==> config.mk <==
export PLATFORM = sky130hd
export DESIGN_NAME = cordic_arbiter
export DESIGN_NICKNAME = d
export VERILOG_FILES = /design/src/rtl/cordic_pkg.sv /design/src/rtl/cordic_arbiter_rr_pick.sv /design/src/rtl/cordic_arbiter.sv
export SDC_FILE = /design/constraint.sdc
export NUM_CORES = 1
export LEC_CHECK = 0
export ABC_AREA = 1
export CAP_MARGIN = 40
export CELL_PAD_IN_SITES_DETAIL_PLACEMENT = 1
export CELL_PAD_IN_SITES_GLOBAL_PLACEMENT = 1
export CORE_MARGIN = 4
export CORE_UTILIZATION = 30
export CTS_CLUSTER_DIAMETER = 200
export DETAILED_ROUTE_END_ITERATION = 16
export PLACE_DENSITY_LB_ADDON = 0.1
export SETUP_SLACK_MARGIN = 0.2
export SLEW_MARGIN = 20
export SYNTH_ARGS = -nofsm -noshare
export SYNTH_HDL_FRONTEND = slang
export SYNTH_HIERARCHICAL = 1
export SYNTH_SLANG_ARGS = --single-unit
==> constraint.sdc <==
create_clock -name clk -period 2.4 [get_ports clk]
set_clock_uncertainty 0.05 [all_clocks]
set_input_delay 0.48 -clock clk [delete_from_list [all_inputs] [get_ports clk]]
set_output_delay 0.48 -clock clk [all_outputs]
set_load 0.05 [all_outputs]
==> src/rtl/cordic_pkg.sv <==
// Shared definitions for the CORDIC request arbiter: default widths,
// the controller state encoding and Q2.14 constants.
package cordic_pkg;

    localparam int W_DEFAULT   = 16;
    localparam int TMO_DEFAULT = 31;

    // Q2.14 representation of 1.0
    localparam logic [15:0] Q14_ONE = 16'h4000;

    typedef enum logic [1:0] {
        IDLE = 2'd0,
        LOAD = 2'd1,
        RUN  = 2'd2,
        RESP = 2'd3
    } state_t;

    // Width needed to index n requesters (at least one bit).
    function automatic int idx_width(input int n);
        return (n > 1) ? $clog2(n) : 1;
    endfunction

endpackage

==> src/rtl/cordic_arbiter_rr_pick.sv <==
// Round-robin pick: the first requester found when scanning upward from
// the one after ptr, wrapping modulo N. Purely combinational.
module rr_pick
    import cordic_pkg::*;
#(
    parameter int N  = 4,
    parameter int IW = idx_width(N)
) (
    input  logic [N-1:0]  req,
    input  logic [IW-1:0] ptr,
    output logic          valid,
    output logic [IW-1:0] idx
);

    // Scan the N candidates in priority order and keep the first hit.
    always_comb begin
        logic [IW-1:0] cand;
        logic          hit;
        valid = 1'b0;
        idx   = '0;
        cand  = '0;
        hit   = 1'b0;
        for (int k = 0; k < N; k++) begin
            cand  = IW'((int'(ptr) + 1 + k) % N);
            hit   = !valid && req[cand];
            idx   = hit ? cand : idx;
            valid = valid | req[cand];
        end
    end

endmodule

==> src/rtl/cordic_arbiter.sv <==
// Shares one CORDIC datapath among N requesters. One job runs at a time:
// grant (round-robin), pulse dp_bgn, wait for dp_fin or time out, then
// return a one-cycle ack with the result (or err) to the granted requester.
module cordic_arbiter
    import cordic_pkg::*;
#(
    parameter int N   = 4,
    parameter int W   = W_DEFAULT,
    parameter int TMO = TMO_DEFAULT
) (
    input  logic           clk,
    input  logic           rst,
    input  logic [N-1:0]   req,
    input  logic [N*W-1:0] theta_in,
    output logic [N-1:0]   ack,
    output logic           err,
    output logic [W-1:0]   cos_out,
    output logic           busy,
    output logic           dp_bgn,
    output logic [W-1:0]   dp_theta,
    input  logic           dp_fin,
    input  logic [W-1:0]   dp_cos
);

    localparam int IW = idx_width(N);
    localparam int CW = (TMO > 0) ? $clog2(TMO + 1) : 1;
    localparam logic [CW:0]   TMO_L   = (CW + 1)'(TMO);
    localparam logic [IW-1:0] PTR_RST = IW'(N - 1);

    state_t        state_r;
    logic [IW-1:0] ptr_r;
    logic [IW-1:0] gidx_r;
    logic [CW-1:0] tmo_cnt_r;
    logic [W-1:0]  dp_theta_r;
    logic [W-1:0]  result_r;
    logic          err_flag_r;
    logic [N-1:0]  ack_r;
    logic          busy_r;
    logic          dp_bgn_r;

    logic          pick_valid_s;
    logic [IW-1:0] pick_idx_s;
    logic [W-1:0]  theta_sel_s;
    logic [N-1:0]  gidx_onehot_s;
    logic [CW:0]   tmo_nxt_s;

    rr_pick #(
        .N  (N),
        .IW (IW)
    ) u_rr_pick (
        .req   (req),
        .ptr   (ptr_r),
        .valid (pick_valid_s),
        .idx   (pick_idx_s)
    );

    assign theta_sel_s   = theta_in[int'(pick_idx_s) * W +: W];
    assign gidx_onehot_s = {{(N - 1){1'b0}}, 1'b1} << gidx_r;
    // The counter value this RUN cycle would advance to; reaching TMO
    // here makes the response land TMO+1 cycles after LOAD.
    assign tmo_nxt_s     = {1'b0, tmo_cnt_r} + {{CW{1'b0}}, 1'b1};

    // Controller: grant, launch, wait/timeout, respond. All outputs registered.
    always_ff @(posedge clk or posedge rst) begin
        if (rst) begin
            state_r    <= IDLE;
            ptr_r      <= PTR_RST;
            gidx_r     <= '0;
            tmo_cnt_r  <= '0;
            dp_theta_r <= '0;
            result_r   <= '0;
            err_flag_r <= 1'b0;
            ack_r      <= '0;
            busy_r     <= 1'b0;
            dp_bgn_r   <= 1'b0;
        end else begin
            case (state_r)
                IDLE: begin
                    ack_r      <= '0;
                    result_r   <= '0;
                    err_flag_r <= 1'b0;
                    if (pick_valid_s) begin
                        gidx_r     <= pick_idx_s;
                        ptr_r      <= pick_idx_s;
                        dp_theta_r <= theta_sel_s;
                        dp_bgn_r   <= 1'b1;
                        busy_r     <= 1'b1;
                        state_r    <= LOAD;
                    end else begin
                        dp_bgn_r   <= 1'b0;
                        busy_r     <= 1'b0;
                        state_r    <= IDLE;
                    end
                end
                LOAD: begin
                    dp_bgn_r  <= 1'b0;
                    tmo_cnt_r <= '0;
                    state_r   <= RUN;
                end
                RUN: begin
                    // A finishing datapath takes precedence over a timeout
                    // expiring in the same cycle.
                    if (dp_fin) begin
                        result_r   <= dp_cos;
                        err_flag_r <= 1'b0;
                        ack_r      <= gidx_onehot_s;
                        state_r    <= RESP;
                    end else if (tmo_nxt_s == TMO_L) begin
                        result_r   <= '0;
                        err_flag_r <= 1'b1;
                        ack_r      <= gidx_onehot_s;
                        state_r    <= RESP;
                    end else begin
                        tmo_cnt_r  <= tmo_nxt_s[CW-1:0];
                        state_r    <= RUN;
                    end
                end
                RESP: begin
                    ack_r      <= '0;
                    result_r   <= '0;
                    err_flag_r <= 1'b0;
                    busy_r     <= 1'b0;
                    state_r    <= IDLE;
                end
                default: begin
                    ack_r      <= '0;
                    result_r   <= '0;
                    err_flag_r <= 1'b0;
                    busy_r     <= 1'b0;
                    dp_bgn_r   <= 1'b0;
                    state_r    <= IDLE;
                end
            endcase
        end
    end

    assign ack      = ack_r;
    assign err      = err_flag_r;
    assign cos_out  = result_r;
    assign busy     = busy_r;
    assign dp_bgn   = dp_bgn_r;
    assign dp_theta = dp_theta_r;

endmodule

==> results_dict.tcl <==
set metrics [dict create \
    dp_cells 651 \
    num_rows 36 \
    wirelength_um 9890 \
    ys_top_cells_by_count "84 x nor2_1, 77 x nand2_1, 48 x dfrtp_1" \
    synth-async-reset-ratio_pct 100 \
    setup_violations 0 \
    num_vias 3184 \
    grt_pass1_vias 3313 \
    sw_frac_of_total_pct 54.5 \
    grt_max_degree 37 \
    avgSynthCellArea_um2 7.62 \
    ctsHoldBuffers 0 \
    cts_root_buffer "clkbuf_8" \
    first_iter_violations 112 \
    hp-class "in -> async" \
    pin_count 126 \
    clkTransAtPathRegs_ns 0.10 \
    drv_slew 0 \
    power.switching_w 0.00433 \
    power.density_mw_per_mm2 1690 \
    rsz0062_at_grt "yes" \
    yosys_warnings 6 \
    clkPwrFrac_pct 6.3 \
    coreArea_mm2 0.00995 \
    fmax_ghz 0.458 \
    synth.most_common_cell "nor2_1" \
    synth_area_leaders "dfrtp_1 39%, nor2_1 10%, nand2_1 9.3%" \
    syn_area_mm2 0.00311 \
    tightest_slew_ns 0.649 \
    yosys_most_used_dff "dfrtp_1" \
    period_minus_slack_ns 2.19 \
    syn_nets 501 \
    overflow 0 \
    clkLatencyLatePin_ns 0.30 \
    port_buffers 125 \
    ir_drop_v 0.000894 \
    cp.arrival_ns 2.32 \
    cts.htree.levels 2 \
    synth.distinct_cells 30 \
    vias_per_cell 4.80 \
    hpwlAfterDp_um 7330 \
    hold_viol 0 \
    synth-seq-cells 50 \
    die_h_um 110 \
    internal_power_w 0.00361 \
    nets 623 \
    relSlewSlack_pct 56.7 \
    cts_num_sinks 50 \
    drtPass1Iterations 4 \
    p_comb_share_pct 74.2 \
    clock_path_buffers 2 \
    fin_tns_setup_ns 0 \
    max_cap_viol_count 0 \
    finalCritPeriodShare_pct 91.1 \
    final_cell_area_mm2 0.00471 \
    place.gp.congestion 0.781 \
    wl_per_cell_um 14.9 \
    drive_above_1_share_pct 14.9 \
    ys_seq_area_share_pct 40.3 \
    setup_ws_ns 0.214 \
    worstSetupPathType "reg -> reg" \
    worstPathRequired_ns 2.53 \
    leakage_nw 2.12 \
    grt_pass1_wl_um 15800 \
    drc 0 \
    synth_top_area_cell "dfrtp_1" \
    ant_nets 0 \
    cts_tree "done" \
    antenna_cells 0 \
    cts_made_buffers 5 \
    power_frac_seq_pct 19.5 \
    antenna_found_initial 0 \
    status "complete, no violations" \
    placed_area_mm2 0.00450 \
    start_util_pct 31.2 \
    track_usage_pct 16.4 \
    finalNonFillerCells 664 \
    synth-edff-count 0 \
    die_w_um 110 \
    design.die.area_mm2 0.0121 \
    worst_setup_path_end_kind "flop" \
    crit_fanout 13 \
    syn_to_final_growth_pct 51.4 \
    dpl_worst_slack_ns -0.111 \
    syn_inst 408 \
    start_kind "flop" \
    synth_top_area_share_pct 38.6 \
]
flip-flops by register name (all words and copies together), names as in the netlist:
name	count
state_r	2
tmo_cnt_r	5
busy	1
err	1
cos_out	16
gidx_r	2
ack	4
dp_bgn	1
dp_theta	16
ptr_r	2
area by class of cell:
cell class / instances / area, µm²
Sequential cell: 50 / 1250
Tap cell: 133 / 166
Fill cell: 1202 / 5250
Timing Repair Buffer: 141 / 1450
Clock buffer: 6 / 72.6
Inverter: 28 / 110
Clock inverter: 2 / 13.8
Multi-Input combinational cell: 304 / 1640
per-layer routing:
metal	vias to the layer above	share of wire [%]	global-route usage (%)
met5	-	0	0
met4	0	0.63	2.67
met3	5	8.4	5.81
met2	88	51	29.5
met1	1509	40	19.0
li1	1582	-	-
through the flow:
step | total power [W] | utilization, % | hold slack (ns)
floorplan | 0.00543 | - | 0.419
global placement | 0.00704 | 45.2 | 0.437
detailed placement | 0.00718 | 45.2 | 0.446
CTS | 0.00772 | 46.2 | 0.469
global route | 0.00868 | 47.3 | 0.480
finish | 0.00795 | 47.3 | 0.453
cell usage in the layout, fill, tap and decap left out, types with 5 or more instances in the layout:
cell	Yosys	routed
clkdlybuf4s50_1	0	125
nor2_1	84	83
nand2_1	77	75
dfrtp_1	48	48
o21ai_1	29	30
nand4_1	26	26
inv_1	22	21
nand3_2	21	21
a31oi_1	16	16
nand3_1	12	11
nand2_2	12	10
buf_4	1	9
o21ai_0	7	6
nand2_4	2	6
ha_1	6	6
inv_2	6	5
clkbuf_8	0	5
logic make-up after synthesis:
logic type / after synthesis / share of synthesized area, %
adder cells (fa/ha/maj): 6 / 2.41
AO/OA/AOI/OAI: 55 / 9.69
buffers and inverters: 54 / 8.21
flip-flops: 50 / 40.3
AND/OR/NAND/NOR: 243 / 39.4
what timing repair did:
| action | 4_1_cts | 5_1_grt |
|---|---|---|
| gates cloned | 0 | 2 |
| pin swaps | 0 | 5 |
| resized for setup | 1 | 13 |
| buffers inserted | 2 | 1 |
| setup endpoints to repair | 20 | 16 |
power groups by stage:
| stage | sequential (W) | combinational [W] | clock (W) |
|---|---|---|---|
| global placement | 0.00156 | 0.00547 | 0 |
| global route | 0.00161 | 0.00651 | 0.000562 |
| CTS | 0.00155 | 0.00565 | 0.000518 |
| finish | 0.00155 | 0.00589 | 0.000501 |
| detailed placement | 0.00158 | 0.00560 | 0 |
| floorplan | 0.00259 | 0.00284 | 0 |
worst paths after layout:
kind                                 start           end  slack (ns)  cells after the start
worst max-delay path              ptr_r[0]  dp_theta[14]        0.21                     11
worst min-delay path                   rst   dp_theta[6]        0.45                      2
worst max register to register    ptr_r[0]  dp_theta[14]        0.21                     11
worst min register to register  cos_out[4]    cos_out[4]        0.46                      2
max in group asynchronous              rst  tmo_cnt_r[3]        1.30                      3
min in group clk                cos_out[4]    cos_out[4]        0.46                      2
worst max-delay path, stage by stage (launching register included):
cell and delay, ns:
dfstp_2 0.63, inv_4 0.09, nand2_1 0.11, nand2_4 0.08
o21ai_2 0.19, nand3b_1 0.19, nand3_4 0.16, clkbuf_16 0.22
nor2_1 0.13, nor2_1 0.05, o21ai_1 0.07, a31oi_1 0.09
(Power assumes the default switching activity.)
